$ cat config.mk
export PLATFORM = sky130hd
export DESIGN_NAME = elem_credit_drain
export DESIGN_NICKNAME = d
export VERILOG_FILES = /design/src/rtl/elem_pkg.sv /design/src/rtl/elem_crd_cnt.sv /design/src/rtl/elem_credit_drain.sv
export SDC_FILE = /design/constraint.sdc
export NUM_CORES = 1
export LEC_CHECK = 0
export ABC_CLOCK_PERIOD_IN_PS = 6180
export BUFFER_PORTS_ARGS = -buffer_cell sky130_fd_sc_hd__buf_2
export CORE_MARGIN = 2
export CORE_UTILIZATION = 43
export DETAILED_ROUTE_END_ITERATION = 7
export GPL_TIMING_DRIVEN = 0
export HOLD_SLACK_MARGIN = 0.12
export PLACE_DENSITY_LB_ADDON = 0.12
export SLEW_MARGIN = 20
export SYNTH_ARGS = -nofsm -noshare
export SYNTH_HDL_FRONTEND = slang
export SYNTH_SLANG_ARGS = --single-unit
$ cat constraint.sdc
create_clock -name clk -period 6.18 [get_ports clk]
set_clock_uncertainty 0.05 [all_clocks]
set_input_delay 1.236 -clock clk [delete_from_list [all_inputs] [get_ports clk]]
set_output_delay 1.236 -clock clk [all_outputs]
set_load 0.05 [all_outputs]
$ cat src/rtl/elem_pkg.sv
// Element types and small helpers shared by the element queue and its consumers.
package elem_pkg;

   typedef logic [31:0] elem_t;

   // Unsigned minimum of two counts.
   function automatic int unsigned min_u(input int unsigned a, input int unsigned b);
      return (a < b) ? a : b;
   endfunction

   // Bits needed to hold a count in the range 0..n.
   function automatic int cnt_w(input int n);
      return $clog2(n + 1);
   endfunction

endpackage

$ cat src/rtl/elem_crd_cnt.sv
// Downstream credit counter: subtracts elements taken and adds returned credits,
// saturating at CRD_MAX. Any return that would exceed CRD_MAX sets a sticky error flag.
module elem_crd_cnt
   import elem_pkg::*;
#(
   parameter  int CRD_MAX = 8,
   parameter  int NW      = 2,
   localparam int CRDW    = cnt_w(CRD_MAX),
   localparam int NWCW    = cnt_w(NW)
) (
   input  logic            clk,
   input  logic            rst,
   input  logic            init,
   input  logic [NWCW-1:0] take,
   input  logic            crd_ret,
   input  logic [CRDW-1:0] crd_ret_cnt,
   output logic [CRDW-1:0] credits,
   output logic            err_ovf
);

   logic [CRDW-1:0] credits_q, credits_d;
   logic            err_ovf_q, err_ovf_d;
   logic [CRDW:0]   ncred;
   logic [CRDW:0]   take_x;
   logic [CRDW:0]   ret_x;

   // Next credit value: one extra bit so an over-return is visible before saturation.
   always_comb begin
      take_x    = {{(CRDW + 1 - NWCW){1'b0}}, take};
      ret_x     = crd_ret ? {1'b0, crd_ret_cnt} : '0;
      ncred     = {1'b0, credits_q} - take_x + ret_x;
      credits_d = ncred[CRDW-1:0];
      err_ovf_d = err_ovf_q;
      if (ncred > (CRDW + 1)'(CRD_MAX)) begin
         credits_d = CRDW'(CRD_MAX);
         err_ovf_d = 1'b1;
      end
   end

   // Credit and error state; rst and init both restore a full credit pool and drop any return.
   always_ff @(posedge clk) begin
      if (rst || init) begin
         credits_q <= CRDW'(CRD_MAX);
         err_ovf_q <= 1'b0;
      end else begin
         credits_q <= credits_d;
         err_ovf_q <= err_ovf_d;
      end
   end

   assign credits = credits_q;
   assign err_ovf = err_ovf_q;

`ifndef SYNTHESIS
   // The ready count is bounded by credits, so taking more than we hold is a design bug.
   a_no_underflow : assert property (@(posedge clk) disable iff (rst || init)
      take_x <= {1'b0, credits_q});
`endif

endmodule

$ cat src/rtl/elem_credit_drain.sv
// Consumer end of the element queue: accepts up to NW elements per cycle, bounded by
// downstream credits, and forwards them through a single register stage in order.
module elem_credit_drain
   import elem_pkg::*;
#(
   parameter  type ET      = elem_t,
   parameter  int  NW      = 2,
   parameter  int  CRD_MAX = 8,
   localparam int  NWCW    = cnt_w(NW),
   localparam int  CRDW    = cnt_w(CRD_MAX)
) (
   input  logic            clk,
   input  logic            rst,
   input  logic            init,
   input  logic            in_val,
   input  logic [NWCW-1:0] in_val_cnt,
   output logic            in_rdy,
   output logic [NWCW-1:0] in_rdy_cnt,
   input  ET               in_data [0:NW-1],
   output logic            out_val,
   output logic [NWCW-1:0] out_cnt,
   output ET               out_data [0:NW-1],
   input  logic            crd_ret,
   input  logic [CRDW-1:0] crd_ret_cnt,
   output logic [CRDW-1:0] credits,
   output logic            err_ovf
);

   logic [NWCW-1:0] take;
   logic            out_val_q, out_val_d;
   logic [NWCW-1:0] out_cnt_q, out_cnt_d;
   ET               out_data_q [0:NW-1];
   ET               out_data_d [0:NW-1];

   // Ready side depends only on registered credits, never on this cycle's return.
   always_comb begin
      in_rdy     = !rst && !init && (credits != '0);
      in_rdy_cnt = NWCW'(min_u(min_u(32'(in_val_cnt), 32'(credits)), NW));
      take       = (in_val && in_rdy) ? in_rdy_cnt : '0;
   end

   elem_crd_cnt #(
      .CRD_MAX (CRD_MAX),
      .NW      (NW)
   ) u_crd (
      .clk         (clk),
      .rst         (rst),
      .init        (init),
      .take        (take),
      .crd_ret     (crd_ret),
      .crd_ret_cnt (crd_ret_cnt),
      .credits     (credits),
      .err_ovf     (err_ovf)
   );

   // Next beat: accepted lanes load new elements, unused lanes keep their old contents.
   always_comb begin
      out_val_d = (take != '0);
      out_cnt_d = take;
      for (int i = 0; i < NW; i++) begin
         out_data_d[i] = (i < int'(take)) ? in_data[i] : out_data_q[i];
      end
   end

   // Beat valid/count; reset or init drops whatever beat was in flight.
   always_ff @(posedge clk) begin
      if (rst || init) begin
         out_val_q <= 1'b0;
         out_cnt_q <= '0;
      end else begin
         out_val_q <= out_val_d;
         out_cnt_q <= out_cnt_d;
      end
   end

   // Payload register carries no reset; it is only meaningful while out_val is high.
   always_ff @(posedge clk) begin
      out_data_q <= out_data_d;
   end

   assign out_val  = out_val_q;
   assign out_cnt  = out_cnt_q;
   assign out_data = out_data_q;

endmodule

# Yosys cells after proc, flatten, opt, wreduce, memory -nomap -nowiden
# Index checks and enable logic that the tools add are counted.
[op_classes] n_mux=4 order_cmp=5 addsub=2 reduce_logical=9
[op_table] operator="$mux W4" count=2
[op_table] operator="$add A5 B5 Y5" count=1
[op_table] operator="$gt A5 B4 Y1 const B" count=1
[op_table] operator="$sub A4 B2 Y5" count=1
[op_table] operator="$lt A1 B2 Y1 const A" count=2
[op_table] operator="$lt A2 B4 Y1" count=1
[op_table] operator="$lt A4 B2 Y1 const B" count=1
[op_table] operator="$mux W2" count=2
[op_table] operator="$reduce_bool A4 Y1" count=1
[op_table] operator="$logic_and A1 B1 Y1" count=3
[op_table] operator="$logic_not A1 Y1" count=2
[op_table] operator="$reduce_bool A2 Y1" count=1
[op_table] operator="$reduce_or A2 Y1" count=1
[op_table] operator="$logic_or A1 B1 Y1" count=1
[totals] elab_cells=26 register_bits=72 out_inout_bits=75 inputBits=75

# Longest topological paths before layout
# Gate-level depths: netlist of the first run.
[depth] depth_word=9 depth_mapped=15 depth_no_buf=15

# Hierarchy
# A second synthesis of the first run with hierarchy kept.
[hier_totals] hier_cells=137 area_unflattened_um2=2549.9
[modules_own_cells] mod="elem_credit_drain" seq_area_each_um2=1981.9 area_per_inst_um2=2138.3 instances=1 cells_per_inst=90
[modules_own_cells] mod="elem_crd_cnt" seq_area_each_um2=100.1 area_per_inst_um2=411.6 instances=1 cells_per_inst=47

# Worst setup path after synthesis of the first run
# Ideal clock, no wire load.
[synth_timing] kind="input port to flip-flop" startpoint="in init" endpoint="reg u_crd.credits_q[3], in the netlist u_crd.credits[3]" slack_ns=-0.115 required_ns=5.996 stages=10 path_buffers=0 arrival_time_ns=6.111 setup_ns=0.134 cell_sequence="nor3_1 -> nand2_1 -> nor2_1 -> fa_1 -> inv_1 -> ha_1 -> a211oi_2 -> o21bai_1 -> o21a_1 -> or4_1"
[synth_via] elab_chain_len=9 word_cells_on_any_way=10 cone_classes="add/sub: 2; order compare: 1; mux: 1; reduce/logical: 6"
[synth_lines] element="from (decl)" line_no="elem_credit_drain.sv:14" rtl="input logic init,"
[synth_lines] element="$logic_not A1 Y1 (*)" line_no="elem_credit_drain.sv:37" rtl="in_rdy = !rst && !init && (credits != '0);"
[synth_lines] element="$logic_and A1 B1 Y1 (*) (2 in a row)" line_no="elem_credit_drain.sv:37"
[synth_lines] element="$logic_and A1 B1 Y1 (*)" line_no="elem_credit_drain.sv:39" rtl="take = (in_val && in_rdy) ? in_rdy_cnt : '0;"
[synth_lines] element="$mux W2 (*)" line_no="elem_credit_drain.sv:39"
[synth_lines] element="named net out_cnt_d[1]" line_no="elem_credit_drain.sv:31" rtl="logic [NWCW-1:0] out_cnt_q, out_cnt_d;"
[synth_lines] element="$sub A4 B2 Y5 (*)" line_no="elem_crd_cnt.sv:31" rtl="ncred = {1'b0, credits_q} - take_x + ret_x;"
[synth_lines] element="$add A5 B5 Y5 (*)" line_no="elem_crd_cnt.sv:31"
[synth_lines] element="$gt A5 B4 Y1" line_no="elem_crd_cnt.sv:34" rtl="if (ncred > (CRDW + 1)'(CRD_MAX)) begin"
[synth_lines] element="$reduce_or A2 Y1 (no line)"
[synth_lines] element="to (signal assigned)" line_no="elem_crd_cnt.sv:43" rtl="credits_q <= CRDW'(CRD_MAX);"
[synth_lines] element="to (signal assigned)" line_no="elem_crd_cnt.sv:46" rtl="credits_q <= credits_d;"
[synth_lines] element="to (decl)" line_no="elem_crd_cnt.sv:21" rtl="logic [CRDW-1:0] credits_q, credits_d;"
# The timed path passes the listed nets; every way through them passes the cells marked *.
# A chain may end at the register's enable or synchronous reset.

# Worst setup path after layout of the first run
[layout_timing] startpoint="in in_val_cnt[1]" endpoint="reg u_crd.credits_q[3], in the netlist u_crd.credits[3]"
[layout_via] elab_chain_len=9
[layout_lines] element="from (decl)" line_no="elem_credit_drain.sv:16" rtl="input logic [NWCW-1:0] in_val_cnt,"
[layout_lines] element="$lt A2 B4 Y1" line_no="elem_pkg.sv:8" rtl="return (a < b) ? a : b;"
[layout_lines] element="$mux W4 (*)" line_no="elem_pkg.sv:8"
[layout_lines] element="$lt A4 B2 Y1" line_no="elem_pkg.sv:8"
[layout_lines] element="$mux W2 (*)" line_no="elem_pkg.sv:8"
[layout_lines] element="$mux W2 (*)" line_no="elem_credit_drain.sv:39"
[layout_lines] element="named net out_cnt_d[1]" line_no="elem_credit_drain.sv:31"
[layout_lines] element="$sub A4 B2 Y5 (*)" line_no="elem_crd_cnt.sv:31"
[layout_lines] element="$add A5 B5 Y5 (*)" line_no="elem_crd_cnt.sv:31"
[layout_lines] element="$gt A5 B4 Y1" line_no="elem_crd_cnt.sv:34"
[layout_lines] element="$reduce_or A2 Y1 (no line)"
# Marked as above.

==> impl_metrics.json, run 1 <==
{
  "status": "finished clean",
  "yosys.area.top_type": "edfxtp_1",
  "drive_gt1_share_pct": 57.5,
  "synthXorXnorAreaFrac_pct": 0.694,
  "grt_pass1_wl_microns": 7280,
  "yosys.area_share.simple_pct": 5.30,
  "track_usage_pct": 15.4,
  "period_minus_slack_ns": 4.50,
  "synthesis.area_sq_um": 2520,
  "yosys-top-cells-count": "edfxtp_1 (64), inv_1 (11), dfxtp_1 (8), ha_1 (8), nor2_1 (7)",
  "cp-start-kind": "input port",
  "synth-compound-area-share_pct": 3.62,
  "hold_buffers": 0,
  "worst_setup_path_end_kind": "flop",
  "die_area_sq_um": 6500,
  "hold_ws_ns": 0.424,
  "place_hpwl_microns": 4010,
  "ys_dominant_reg_cell": "edfxtp_1",
  "synthArstFlopShare_pct": 0,
  "drc": 0,
  "yosysMostFrequentCell": "edfxtp_1",
  "clk_latency_ns": 0.32,
  "syn_to_final_growth_pct": 43.5,
  "cp_slowest_cell": "fa_1",
  "initial_core_util_pct": 45.3,
  "synthTopCellsByArea": "edfxtp_1 (76%), dfxtp_1 (6.3%), ha_1 (4.0%), inv_1 (1.6%), fa_1 (1.6%)",
  "p_leak_nw": 1.58,
  "postSynthNetCount": 217,
  "cts-buffers-inserted": 9,
  "coreArea_sq_um": 5570,
  "finalCritPeriodShare_pct": 72.8,
  "route.met3.wl_microns": 624,
  "globalRouteOverflowTotal": 0,
  "die_w_microns": 80.6,
  "setup_viol": 0,
  "fmax_mhz": 222,
  "clockBufferDepth": 2,
  "ir_drop_v": 0.000175,
  "min_path_type": "flop to flop",
  "maxUsedRoutingLayer": "met4",
  "critical_path_arrival_ns": 4.65,
  "power.density_nw_per_um2": 302,
  "clockRootBuffer": "clkbuf_8",
  "relSlewSlack_pct": 55.2,
  "ys_ff_latch": 72,
  "synthMuxAreaShare_pct": 0.545,
  "synth_area_per_cell_sq_um": 19.1,
  "antenna_found_initial": 0,
  "htree_levels": 3,
  "yosys.area.top_type_share_pct": 76.2,
  "portBuffers": 149,
  "routedWlPerCell_microns": 13.6,
  "cp.required_ns": 6.33,
  "gp_congestion": 0.705,
  "setup_tns_ns": 0,
  "crit_top_cell": "fa_1",
  "grt_pass1_vias": 1568,
  "dr_wl_met2_microns": 2420,
  "ant_nets": 0,
  "cts_setup_buffers": 0,
  "synth_top_family_by_area": "adder cells",
  "synth_edf_count": 64,
  "max_cap_violations": 0,
  "clkTransAtPathRegs_ns": 0.07,
  "rows": 27,
  "cts_sinks": 72,
  "drt_iter0_markers": 55,
  "rsz0062_at_grt": "no",
  "path_cells": "buf_2 -> ha_1 -> nor2_1 -> nor4_2 -> mux2i_2 -> nor2_4 -> fa_1 -> inv_1 -> fa_1 -> a21o_1 -> a21oi_1 -> xnor2_1 -> or4_1",
  "first_pass_iters": 4,
  "wl_met1_microns": 1950,
  "synthAdderAreaFrac_pct": 5.55,
  "ys.warnings.count": 0,
  "cts_tree": "yes",
  "vias": 1650,
  "nNetsFinal": 379,
  "crit_type": "input port to flop",
  "critPathMaxStageDelay_ns": 0.55,
  "io_pins": 150,
  "grt_max_degree": 19,
  "crit_fanout": 17,
  "finalHoldViolations": 0,
  "ys_types": 28,
  "slew_viol_final": 0,
  "ys_seq_area_share_pct": 82.5,
  "syn_inst": 132,
  "ctsResizeCount": 0,
  "vias_per_cell": 4.45,
  "dieHeight_microns": 80.6,
  "worst_pin_slew_ns": 0.665,
  "wl_microns": 5040,
  "antenna_cells": 0
}
[power by group]
part           leakage (nW)  switching, mW  internal, mW
sequential            0.647        0.00727         0.551
clock                0.0857          0.153         0.184
combinational         0.843          0.130        0.0671
total                  1.58          0.290         0.802
[per-layer routing]
| metal | track usage [%] | vias up |
|---|---|---|
| met3 | 7.64 | 6 |
| met4 | 5.08 | 0 |
| met2 | 25.9 | 95 |
| li1 | - | 821 |
| met5 | 0 | - |
| met1 | 17.1 | 728 |
[kinds of logic (layout without fill, tap and decap cells)]
| logic type | count (synthesis) | count (layout) |
|---|---|---|
| adders and majority gates | 10 | 10 |
| and+or+nand+nor | 23 | 23 |
| AOI/OAI and AO/OA | 12 | 12 |
| muxes | 1 | 1 |
| buffers and inverters | 12 | 179 |
| xor gates and xnor gates | 2 | 2 |
| DFF | 72 | 72 |
[cells in the final DEF, fill, tap and decap left out, types with 2 or more instances in the layout]
| cell | Yosys | routed |
|---|---|---|
| inv_1 | 11 | 11 |
| buf_2 | 0 | 149 |
| ha_1 | 8 | 8 |
| clkbuf_8 | 0 | 9 |
| fa_1 | 2 | 2 |
| clkbuf_1 | 0 | 3 |
| nor3_1 | 3 | 3 |
| nand2_1 | 5 | 5 |
| xnor2_1 | 2 | 2 |
| and4bb_2 | 2 | 2 |
| nor2_1 | 7 | 6 |
| dfxtp_1 | 8 | 8 |
| clkinv_1 | 0 | 2 |
| edfxtp_1 | 64 | 64 |
| a21oi_1 | 3 | 2 |
| buf_16 | 0 | 2 |
[state kept, by name, indices dropped and copies added (netlist names)]
register / count
u_crd.err_ovf: 1
out_val: 1
out_data: 64
u_crd.credits: 4
out_cnt: 2
[worst max-delay path, delay by kind of cell]
| kind | cells | cell delay (ns) |
|---|---|---|
| AO/OA/AOI/OAI | 2 | 0.33 |
| buffers and inverters | 2 | 0.19 |
| multiplexers | 1 | 0.49 |
| adder cells (fa/ha/maj) | 3 | 1.29 |
| XOR/XNOR | 1 | 0.14 |
| AND/OR/NAND/NOR | 4 | 0.95 |
[cell type report]
class,instances,area [sq um]
sequential,72,2080
clock buffer,12,135
inverter,12,45.0
fill,461,1950
multi-input combinational,48,423
timing repair buffer,151,801
clock inverter,4,45.0
tap,72,90.1
[metrics by stage]
| stage | worst slack (ns) | instances | area (sq um) | power (mW) | util, % |
|---|---|---|---|---|---|
| 6_report | 1.68 | 371 | 3620 | 1.09 | 65.0 |
| 5_1_grt | 1.48 | 371 | 3620 | 1.15 | 65.0 |
| 2_1_floorplan | 0.475 | 132 | 2530 | 0.705 | - |
| 3_3_place_gp | 0.678 | 353 | 3360 | 0.758 | 60.3 |
| 4_1_cts | 1.68 | 371 | 3610 | 1.11 | 64.8 |
| 3_5_place_dp | 1.33 | 355 | 3430 | 0.766 | 61.6 |
[path summary, 6_finish.rpt]
path / start / endpoint / slack (ns) / cells after the start
worst max-delay path: in_val_cnt[1] / u_crd.credits[3] / 1.68 / 13
worst min-delay path: u_crd.err_ovf / u_crd.err_ovf / 0.42 / 1
worst max register to register: u_crd.credits[1] / u_crd.credits[3] / 2.20 / 13
worst min register to register: u_crd.err_ovf / u_crd.err_ovf / 0.42 / 1
Note: power is estimated with default switching activity, not from simulation.
==> run 2, diff against run 1 <==
ABC_CLOCK_PERIOD_IN_PS = 4100   (was 6180)
CORE_UTILIZATION = 39   (was 43)
clock period = 4.1 ns   (was 6.18 ns; I/O delays follow)
==> run 2 against run 1 <==
  * Sequential power up 51%
  * First-iteration DRC count down 27%
  * Highest routed layer unchanged
  * Clock power up 96%
  * Largest cell class unchanged
  * Die area up 9.7%
  * Largest power group unchanged
  * Final area up 6.0%
  * Critical path type unchanged
  * Register-to-register slack worse by 1.9 ns
  * Core utilization down 4.2 points
  * Sequential share of layout area down 3.2 points
  * Setup slack worse by 1.5 ns
  * Non-clock buffer count up 13
  * Critical endpoint unchanged
==> impl_metrics.json, run 2 (same netlist as run 1, synthesis figures left out) <==
{
  "status": "finished clean",
  "routedWlPerCell_microns": 14.0,
  "track_usage_pct": 15.0,
  "ant_nets": 0,
  "critical-path-top-delay-family": "adder cells",
  "max_cap_violations": 0,
  "relSlewSlack_pct": 46.7,
  "drive_gt1_share_pct": 62.6,
  "htree_levels": 3,
  "slew_viol_final": 0,
  "wl_microns": 5460,
  "ir_drop_v": 0.000293,
  "worst_setup_path_end_kind": "flop",
  "clockRootBuffer": "clkbuf_8",
  "first_pass_iters": 4,
  "path_cells": "buf_2 -> ha_1 -> nor2_1 -> nor4_4 -> mux2i_4 -> nor2_4 -> buf_12 -> fa_1 -> inv_1 -> fa_1 -> a21o_1 -> a21oi_2 -> xnor2_2 -> or4_1",
  "place_hpwl_microns": 3850,
  "die_area_sq_um": 7130,
  "clkTransAtPathRegs_ns": 0.07,
  "antenna_found_initial": 0,
  "vias_per_cell": 4.43,
  "nNetsFinal": 393,
  "grt_pass1_vias": 1659,
  "min_path_type": "flop to flop",
  "clockBufferDepth": 2,
  "coreArea_sq_um": 6310,
  "dieHeight_microns": 84.4,
  "finalHoldViolations": 0,
  "largest_reg_flops": 64,
  "fmax_mhz": 254,
  "cp_slowest_cell": "fa_1",
  "cp.required_ns": 4.26,
  "grt_pass1_wl_microns": 8090,
  "syn_to_final_growth_pct": 52.1,
  "portBuffers": 149,
  "period_minus_slack_ns": 3.94,
  "crit_type": "input port to flop",
  "antenna_cells": 0,
  "die_w_microns": 84.4,
  "place_area_sq_um": 3430,
  "cts-buffers-inserted": 9,
  "layout_commonest_cell": "buf_2",
  "rows": 29,
  "crit_top_cell": "fa_1",
  "cp_num_buf_inv": 3,
  "setup_tns_ns": 0,
  "power.density_nw_per_um2": 477,
  "grt_max_degree": 23,
  "critical_path_arrival_ns": 4.10,
  "mostFrequentLayoutCells": "buf_2 (149), edfxtp_1 (64), buf_4 (13)",
  "globalRouteOverflowTotal": 0,
  "cts_tree": "yes",
  "initial_core_util_pct": 40.0,
  "finalCritPeriodShare_pct": 96.1,
  "drt_iter0_markers": 40,
  "cts_sinks": 72,
  "p_leak_nw": 1.69,
  "drc": 0,
  "finalInstanceArea_sq_um": 3840,
  "clk_latency_ns": 0.33,
  "critPathMaxStageDelay_ns": 0.50,
  "setup_viol": 0,
  "crit_fanout": 15,
  "cp-start-kind": "input port",
  "fill_cells": 539,
  "gp_congestion": 0.722,
  "io_pins": 150,
  "vias": 1727,
  "worst_pin_slew_ns": 0.798
}
[run 2: cell type report]
| cell class | count | area, sq um | area share (%) |
|---|---|---|---|
| clock buffer | 10 | 128 | 3.32 |
| clock inverter | 6 | 115 | 3.00 |
| inverter | 12 | 45.0 | 1.17 |
| multi-input combinational | 49 | 479 | 12.5 |
| sequential | 72 | 2080 | 54.3 |
| tap | 77 | 96.3 | 2.51 |
| timing repair buffer | 164 | 891 | 23.2 |
[run 2: worst paths after layout]
kind | cells after the start | endpoint | from | slack [ns]
worst max register to register | 14 | u_crd.credits[3] | u_crd.credits[1] | 0.29
worst min-delay path | 1 | u_crd.err_ovf | u_crd.err_ovf | 0.43
worst max-delay path | 14 | u_crd.credits[3] | in_val_cnt[1] | 0.16
worst min register to register | 1 | u_crd.err_ovf | u_crd.err_ovf | 0.43
[run 2: stage by stage]
step                setup WS (ns)  total power, mW  std cells  hold WS [ns]  util (%)
floorplan                  0.0356             1.07        132         0.769         -
global placement           -0.415             1.15        358         0.410      53.7
detailed placement         -0.471             1.15        359         0.417      54.3
CTS                       0.00764             1.82        378         0.435      58.6
global route              -0.0118             1.90        390         0.460      60.8
finish                      0.160             1.83        390         0.432      60.8
[run 2: per-layer routing]
layer,global-route usage (%),part of all wire [%]
met2,22.7,47
met5,0,0
met4,7.50,2.3
met1,19.1,40
met3,5.60,11
[run 2: timing repair]
| item | in CTS | in global routing |
|---|---|---|
| hold buffers | 0 | 0 |
| setup endpoints to repair | 1 | 3 |
| setup buffers | 2 | 12 |
| gates resized for setup | 1 | 4 |
| cloned | 1 | 0 |
| pin swaps | 1 | 3 |
[run 2: report_power, final]
| part | leakage (nW) | switching [mW] | total, mW | internal [mW] |
|---|---|---|---|---|
| Combinational | 0.921 | 0.209 | 0.327 | 0.117 |
| Clock | 0.117 | 0.254 | 0.661 | 0.407 |
| Sequential | 0.647 | 0.0123 | 0.842 | 0.830 |
| Total | 1.69 | 0.476 | 1.83 | 1.35 |
